### src/rtl/nac_mem_read_arbiter.sv
// Round-robin arbiter sharing one AXI read port among NUM_REQ burst requesters.
// Issues AR bursts, tracks outstanding bursts in order and steers R beats back.
module nac_mem_read_arbiter #(
  parameter int NUM_REQ   = 2,
  parameter int MAX_OUTST = 4,
  parameter int ADDR_W    = 32,
  parameter int DATA_W    = 32
) (
  input  logic                      clk,
  input  logic                      rst,
  input  logic [NUM_REQ-1:0]        req_i,
  input  logic [NUM_REQ*ADDR_W-1:0] req_addr_i,
  input  logic [NUM_REQ*8-1:0]      req_len_i,
  input  logic [NUM_REQ-1:0]        flush_i,
  output logic [NUM_REQ-1:0]        grant_o,
  output logic [NUM_REQ-1:0]        valid_o,
  output logic [DATA_W-1:0]         rdata_o,
  output logic [ADDR_W-1:0]         m_araddr,
  output logic [7:0]                m_arlen,
  output logic                      m_arvalid,
  input  logic                      m_arready,
  input  logic [DATA_W-1:0]         m_rdata,
  input  logic                      m_rvalid,
  input  logic                      m_rlast,
  output logic                      m_rready,
  output logic                      err_o
);

  localparam int IW = (NUM_REQ > 1) ? $clog2(NUM_REQ) : 1;
  localparam int PW = (MAX_OUTST > 1) ? $clog2(MAX_OUTST) : 1;
  localparam int CW = $clog2(MAX_OUTST + 1);

  logic [NUM_REQ-1:0]             r_pend;
  logic [NUM_REQ-1:0][ADDR_W-1:0] r_paddr;
  logic [NUM_REQ-1:0][7:0]        r_plen;
  logic [IW-1:0]                  r_rr_ptr;
  logic [MAX_OUTST-1:0][IW-1:0]   r_tag_id;
  logic [MAX_OUTST-1:0][7:0]      r_tag_len;
  logic [MAX_OUTST-1:0]           r_tag_disc;
  logic [PW-1:0]                  r_wr_ptr;
  logic [PW-1:0]                  r_rd_ptr;
  logic [CW-1:0]                  r_outst;
  logic [8:0]                     r_beat_cnt;

  logic          w_grant;
  logic [IW-1:0] w_win;
  logic          w_beat;
  logic          w_has_tag;
  logic          w_pop;
  logic [IW-1:0] w_head_id;
  logic [7:0]    w_head_len;
  logic          w_head_disc;

  // Winner is the first pending requester at or after the round-robin pointer.
  always_comb begin
    int idx;
    idx     = 0;
    w_grant = 1'b0;
    w_win   = '0;
    if ((!m_arvalid || m_arready) && (r_outst < CW'(MAX_OUTST))) begin
      for (int k = 0; k < NUM_REQ; k++) begin
        idx = (int'(r_rr_ptr) + k) % NUM_REQ;
        if (!w_grant && r_pend[idx]) begin
          w_grant = 1'b1;
          w_win   = IW'(idx);
        end
      end
    end
  end

  assign w_head_id   = r_tag_id[r_rd_ptr];
  assign w_head_len  = r_tag_len[r_rd_ptr];
  assign w_head_disc = r_tag_disc[r_rd_ptr];
  assign w_beat      = m_rvalid && m_rready;
  assign w_has_tag   = (r_outst != '0);
  assign w_pop       = w_beat && w_has_tag && m_rlast;

  always_ff @(posedge clk or posedge rst) begin
    if (rst) begin
      r_pend <= '0;
    end else begin
      for (int i = 0; i < NUM_REQ; i++) begin
        if (flush_i[i])
          r_pend[i] <= 1'b0;
        else if (w_grant && (w_win == IW'(i)))
          r_pend[i] <= 1'b0;
        else if (req_i[i] && !r_pend[i])
          r_pend[i] <= 1'b1;
      end
    end
  end

  always_ff @(posedge clk) begin
    for (int i = 0; i < NUM_REQ; i++) begin
      if (req_i[i] && !r_pend[i]) begin
        r_paddr[i] <= req_addr_i[i*ADDR_W +: ADDR_W];
        r_plen[i]  <= req_len_i[i*8 +: 8];
      end
    end
    if (w_grant) begin
      r_tag_id[r_wr_ptr]  <= w_win;
      r_tag_len[r_wr_ptr] <= r_plen[w_win];
    end
  end

  // AR channel: a new grant may reload the register in the handshake cycle.
  always_ff @(posedge clk or posedge rst) begin
    if (rst) begin
      m_arvalid <= 1'b0;
      m_araddr  <= '0;
      m_arlen   <= '0;
      grant_o   <= '0;
      r_rr_ptr  <= '0;
    end else begin
      grant_o <= '0;
      if (w_grant) begin
        m_arvalid      <= 1'b1;
        m_araddr       <= r_paddr[w_win];
        m_arlen        <= r_plen[w_win];
        grant_o[w_win] <= 1'b1;
        r_rr_ptr       <= (w_win == IW'(NUM_REQ - 1)) ? '0 : w_win + IW'(1);
      end else if (m_arready) begin
        m_arvalid <= 1'b0;
      end
    end
  end

  always_ff @(posedge clk or posedge rst) begin
    if (rst) begin
      r_wr_ptr   <= '0;
      r_rd_ptr   <= '0;
      r_outst    <= '0;
      r_tag_disc <= '0;
    end else begin
      if (w_grant) r_wr_ptr <= r_wr_ptr + PW'(1);
      if (w_pop)   r_rd_ptr <= r_rd_ptr + PW'(1);
      case ({w_grant, w_pop})
        2'b10:   r_outst <= r_outst + CW'(1);
        2'b01:   r_outst <= r_outst - CW'(1);
        default: r_outst <= r_outst;
      endcase
      for (int k = 0; k < MAX_OUTST; k++) begin
        if (flush_i[r_tag_id[k]]) r_tag_disc[k] <= 1'b1;
      end
      if (w_grant) r_tag_disc[r_wr_ptr] <= flush_i[w_win];
    end
  end

  // R channel: beats are routed to the head tag's owner, discarded ones are muted.
  always_ff @(posedge clk or posedge rst) begin
    if (rst) begin
      m_rready   <= 1'b0;
      valid_o    <= '0;
      rdata_o    <= '0;
      r_beat_cnt <= '0;
      err_o      <= 1'b0;
    end else begin
      m_rready <= 1'b1;
      valid_o  <= '0;
      if (w_beat) begin
        if (!w_has_tag) begin
          err_o <= 1'b1;
        end else begin
          rdata_o            <= m_rdata;
          valid_o[w_head_id] <= !w_head_disc;
          if (m_rlast) begin
            r_beat_cnt <= '0;
            if (r_beat_cnt != {1'b0, w_head_len}) err_o <= 1'b1;
          end else begin
            if (r_beat_cnt != 9'h1FF) r_beat_cnt <= r_beat_cnt + 9'd1;
            if (r_beat_cnt > {1'b0, w_head_len}) err_o <= 1'b1;
          end
        end
      end
    end
  end

endmodule
### config.mk
export PLATFORM = sky130hd
export DESIGN_NAME = nac_mem_read_arbiter
export DESIGN_NICKNAME = d
export VERILOG_FILES = /design/src/rtl/nac_mem_read_arbiter.sv
export SDC_FILE = /design/constraint.sdc
export NUM_CORES = 1
export LEC_CHECK = 0
export BUFFER_PORTS_ARGS = -buffer_cell sky130_fd_sc_hd__buf_4
export CORE_ASPECT_RATIO = 1.2
export CORE_MARGIN = 8
export CORE_UTILIZATION = 41
export DETAILED_ROUTE_END_ITERATION = 6
export PLACE_DENSITY = 0.67
export RECOVER_POWER = 100
export SETUP_SLACK_MARGIN = 0.5
export SLEW_MARGIN = 20
export SYNTH_ARGS = -nofsm -noshare
export SYNTH_HDL_FRONTEND = slang
export SYNTH_SLANG_ARGS = --single-unit
export TNS_END_PERCENT = 1
### constraint.sdc
create_clock -name clk -period 8.1 [get_ports clk]
set_clock_uncertainty 0.15 [all_clocks]
set_input_delay 0.405 -clock clk [delete_from_list [all_inputs] [get_ports clk]]
set_output_delay 0.405 -clock clk [all_outputs]
set_load 0.01 [all_outputs]
Word level (Yosys, flattened, before mapping)
Index checks and enable logic that the tools add are counted.
{ "classes": {"n_addsub": 7, "n_mul": 0, "div": 0, "n_lt_le_gt_ge": 15, "n_eq_ne": 6, "n_shift": 0, "muxes": 67, "n_bitwise": 3, "reduce_logical": 27} }
{ "ops": {"columns": ["operator", "count"], "rows": [
  ["2-to-1 mux 32 bit", 2],
  ["2-to-1 mux 1 bit", 44],
  ["bitwise mux 32 bit", 1],
  ["2-to-1 mux 8 bit", 4],
  ["2-to-1 mux 9 bit", 2],
  ["binary-select mux 8 bit (select 2 bit)", 1],
  ["demux 8 bit (select 2 bit)", 1],
  ["< comparator 1 x 2 -> 1 bit (second input constant)", 7],
  ["logical AND 1 bit", 12],
  ["adder 9 x 1 -> 9 bit (second input constant)", 1],
  ["> comparator 9 x 8 -> 1 bit", 1],
  ["< comparator 2 x 3 -> 1 bit (second input constant)", 3],
  ["!= test 9 x 8 -> 1 bit", 1],
  ["!= test 9 bit (second input constant)", 1],
  ["nonzero test 3 bit", 3],
  ["bitwise mux 4 bit", 2],
  ["2-to-1 mux 2 bit", 3],
  ["!= test 3 x 2 -> 1 bit (second input constant)", 2],
  ["case mux 3 bit (2 select lines)", 1],
  ["AND reduction 3 bit", 2],
  ["nonzero test 2 bit", 3],
  ["zero test 1 bit", 5],
  ["adder 2 x 1 -> 2 bit (second input constant)", 2],
  ["binary-select mux 1 bit (select 2 bit)", 2],
  ["other kinds (16)", 19]
]} }
{ "word_totals": {"reg_bits": 218, "latch_bits": 0, "ram_bits": 0, "romBits": 0, "elab_cells": 153, "mem_count": 0} }

Depth between registers and ports, before layout
{ "logic_depth": {"word_depth": 13, "mapped_depth": 10, "depth_no_buf": 8} }

Least setup slack after synthesis
No wires, ideal clock.
{ "synth_path": {"kind": "flip-flop to flip-flop", "from": "register r_pend[0]", "to": "register r_paddr[0] (netlist name) (enable)", "setup_time_ns": 0.442, "t_arrival_ns": 2.196, "setup_slack_ns": 5.312, "stages_incl_launch_ff": 2, "path_buffers": 0, "synth_period_minus_slack_ns": 2.788, "path_cell_list": "dfrtp_1 > nor2b_1"} }
{ "synth_via": {"elab_chain_len": 2} }
{ "synth_lines": {"columns": ["item", "line", "source"], "rows": [
  ["from (decl)", "33", "logic [NUM_REQ-1:0] r_pend;"],
  ["from (signal assigned)", "80", "r_pend <= '0;"],
  ["from (signal, indexed assignment)", "84", "r_pend[i] <= 1'b0;"],
  ["from (signal, indexed assignment)", "86", "r_pend[i] <= 1'b0;"],
  ["zero test 1 bit", "95", "if (req_i[i] && !r_pend[i]) begin"],
  ["logical AND 1 bit", "95", null],
  ["to (signal, indexed assignment)", "96", "r_paddr[i] <= req_addr_i[i*ADDR_W +: ADDR_W];"],
  ["to (decl)", "34", "logic [NUM_REQ-1:0][ADDR_W-1:0] r_paddr;"]
]} }
No other way between the ends.
A chain may end at the register's enable or synchronous reset.

Final worst setup path
{ "layout_path": {"from": "register m_arvalid", "to": "register m_araddr[20]"} }
{ "layout_via": {"elab_chain_len": 6, "word_cells_on_any_way": 7, "cone_classes": "mux: 4; reduce/logical: 3"} }
{ "layout_lines": {"columns": ["item", "line", "source"], "rows": [
  ["from (decl)", "20", "output logic m_arvalid,"],
  ["from (signal assigned)", "109", "m_arvalid <= 1'b0;"],
  ["from (signal assigned)", "117", "m_arvalid <= 1'b1;"],
  ["from (signal assigned)", "123", "m_arvalid <= 1'b0;"],
  ["zero test 1 bit (*)", "60", "if ((!m_arvalid || m_arready) && (r_outst < CW'(MAX_OUTST))) begin"],
  ["logical OR 1 bit (*)", "60", null],
  ["logical AND 1 bit (*)", "60", null],
  ["2-to-1 mux 1 bit", "60", null],
  ["2-to-1 mux 32 bit (not written as such) (2 in series)", "118", "m_araddr <= r_paddr[w_win];"],
  ["to (signal assigned)", "118", null],
  ["to (decl)", "18", "output logic [ADDR_W-1:0] m_araddr,"]
]} }
Mark *: on every way between the ends. The rest lies on a longest branch, timed or not. The select of a mux whose other input is x is not followed.

==> summary.md <==
The cell sitting at the root of the clock tree is a clkbuf_16. Summed over all layers, the routed wires come to 20900 um. After routing, the total negative slack on setup checks comes to 0 ps.

The buffer levels on the longest clock path is 3. The cell area that synthesis handed to floorplanning was 0.00850 mm^2. The initial antenna violation count came out at 0. In this run the remaining antenna-violating nets after routing total 0. The register bit total from synthesis was 218. The beginning of the worst register-to-register path was m_arvalid. The count of warnings emitted by yosys is 0. Leaving out fill and tap cells, the most frequent cell in the layout is edfxtp_1. 0 antenna diodes ended up in the layout.

The initialized floorplan defines 57 standard-cell rows. The slowest stage of the critical path belongs to the cell clkinvlp_2. For this run, the leading register cell type out of synthesis is edfxtp_1. Across the VDD grid, the largest voltage drop is 0.209 mV. The run finished, with violations left.

Counting cells, the worst reg-to-reg path comes to 5. The number of enable flip-flop cells after synthesis was 116; the count of input and output buffers was 199. In this run the critical register-to-register path is captured at m_araddr[20]. The maximum fanout encountered on the critical timing path is 51, and the overall die area is 0.0256 mm^2. In this run, the number of DRC markers left after iteration 0 of detailed routing was 253. The die extent in y came out at 174 um.

At the worst endpoint, the required time is 8380 ps. The number of nets handed over by synthesis was 640. Setup violations remaining at the end of the flow were counted as 0. Total overflow reported by the global router: 0. The run gives 64 as the largest net degree at the start of global routing. The later pin in the worst-skew pair is clocked with a latency of 500 ps. For the share of synthesized area occupied by flip-flops and latches, the log shows 71.0%. Headroom to the max-slew limit came out at -71.4%. Static timing analysis puts the maximum clock frequency at 0.211 GHz. The layout cell share with drive strength beyond 1 was 24.6%. After floorplanning, the core was sized to cover 0.0203 mm^2. The async set or reset register ratio after synthesis is 46.8%. The final count of hold timing violations was 0. The kind of launch point of the worst setup path was a register. The cell count after synthesis was 503. The setup check on the worst reg-to-reg path leaves a slack of 3370 ps. For the number of distinct library cells after synthesis, the log shows 48. The tools report the max capacitance violation total as 6. The worst path setup slack after routing was 3370 ps.

The signal on the critical path passes through nor2b_1 -> or4b_1 -> clkinvlp_2 -> nor2_4 -> a21o_1. Pin placement for this block handled 200 I/O pins. The tools report the total number of nets in the final design as 966. Setup repair after global routing left no endpoint under its margin.

The first detailed-routing pass ran for 5 iterations. The destination of the worst hold path was r_pend[0]. For the worst setup path, the data arrival time is 5010 ps. The non-filler instance count after layout was 1110; the fill cell total of the finished layout was 1583.

The number of global-route vias before repair was 6301; the utilization after layout was 57.8%. The run gives 5390 ps as the post-placement setup slack. Of the available clock period, the critical path in the final layout requires 58.4%.

In the final routed layout, each cell accounts on average for 18.8 um. The tools report the via count as 5596. The tools report the number of max-slew violations in the final report as 246. TritonCTS built the clock tree. The critical path is of the register to register type. For the HPWL after detailed placement, the log shows 13100 um. For this run, design rule violations remaining after detail routing come to 0.

Initial core utilization: 41.8%. At the end of routability-driven placement, the weighted congestion stood at 0.800. The startpoint identified for the worst hold timing path is req_i[0].

The first global-routing pass estimated 33900 um of wire. After clock tree synthesis, the clock-pin slew on the worst setup and hold paths is 60 ps. The mean number of vias per cell was 5.04. The category of the worst setup path capture point is a register. The largest stage delay on the critical path was 1620 ps.

At the pin with the least slew margin, the transition time is 2570 ps. Along the worst hold path, the cell count comes to 3. After clock tree synthesis, the setup repair step added 0 buffers. The worst hold path belongs to the class input pin to register.

The die is 147 um wide. The power density over the cells is 309 mW/mm^2. The total number of H-tree levels was 1.

The clock sink count was 218. Global routing used 16.3% of the available tracks across all layers. Leaving out fill and tap cells, the most frequent cells in the layout are 116 x edfxtp_1, 115 x dlygate4sd3_1, 102 x dfrtp_1. The average instance in the mapped netlist occupies 16.9 um^2. Instance count after placement with tap cells included: 954. The final reports fail on capacitance limit, slew limit. The leakage power total was 4.85 nW. Relative to the synthesized area, the layout overhead comes to 38.2%. The number of buffers created by CTS came out at 23.

Subtracting the final worst setup slack from the clock period gives 4730 ps.
[cell families (layout without fill, tap and decap cells)]
kind of cell | Yosys count | after routing | synth area share (%)
AOI/OAI and AO/OA | 98 | 98 | 8.70
xor gates and xnor gates | 6 | 6 | 0.618
adders and majority gates | 16 | 16 | 2.44
buffers and inverters | 40 | 382 | 2.87
DFF | 218 | 218 | 71.0
muxes | 68 | 68 | 10.2
other | 1 | 1 | 0.0441
and+or+nand+nor | 56 | 56 | 4.12
[cell type report]
| class | count | area (um^2) | area share, % |
|---|---|---|---|
| Inverter | 18 | 70.1 | 0.596 |
| Timing Repair Buffer | 323 | 2380 | 20.3 |
| Sequential cell | 218 | 6040 | 51.4 |
| Tap cell | 265 | 332 | 2.82 |
| Clock inverter | 10 | 101 | 0.863 |
| Multi-Input combinational cell | 245 | 2210 | 18.8 |
| Clock buffer | 31 | 616 | 5.24 |
[power by group]
part | switching (W) | internal (W)
clock network | 0.000406 | 0.000595
registers | 0.000175 | 0.00146
logic | 0.000503 | 0.000489
total | 0.00108 | 0.00254
[metal layers]
layer	share of wire (%)	track usage, %	vias to the layer above
li1	-	-	2552
met1	40	18.8	2800
met2	50	28.4	224
met3	8.9	5.85	20
met4	1.0	3.53	0
met5	0	0	-
[cells in the mapped netlist, drive strengths merged, types with 5 or more instances]
library cell  instances  area, um^2
a21o                 34         255
edfxtp              116        3480
dfrtp               102        2550
ha                   15         188
mux4                 10         225
buf                  16         149
inv                  18        72.6
o21ai                14        70.1
nor3                  5        30.0
mux2                 50         563
nor2                 13        56.3
nor2b                 9        63.8
a22o                 33         289
mux2i                 8        80.1
nand2                 5        18.8
clkbuf                6        22.5
a21oi                 5        25.0
[what timing repair did]
item / CTS / global route
hold buffers: 115 / 0
gates resized for setup: 0 / 0
endpoints found under the hold margin: 155 / 0
[state kept, by name, indices dropped and copies added, names as in the netlist, 3 cells and up]
name / count
r_tag_id: 4
m_araddr: 32
r_tag_len: 32
r_beat_cnt: 9
rdata_o: 32
r_tag_disc: 4
m_arlen: 8
r_plen: 16
r_outst: 3
r_paddr: 64
[through the flow]
stage | area (um^2) | hold WS [ps] | power (W)
global route | 11700 | 57.1 | 0.00385
detailed placement | 10300 | 286 | 0.00277
global placement | 10300 | 277 | 0.00272
CTS | 12200 | 29.3 | 0.00384
finish | 11700 | 51.7 | 0.00363
floorplan | 8500 | 275 | 0.00228
[worst max path at each step]
stage,startpoint,end,cells past startpoint
3_5_place_dp,r_rd_ptr[0],err_o,7
4_1_cts,r_rd_ptr[0],err_o,7
6_report,m_arvalid,m_araddr[20],5
2_1_floorplan,rst,err_o,1
5_1_grt,m_arvalid,r_pend[0],5
3_3_place_gp,r_rd_ptr[0],err_o,7
[worst max-delay path: cells and delay by family (launching register included)]
| family | cells | cell delay (ps) |
|---|---|---|
| buf+inv | 1 | 1620 |
| flops | 1 | 350 |
| compound gates | 1 | 240 |
| simple gates | 3 | 2250 |
Note: power is estimated with default switching activity, not from simulation.
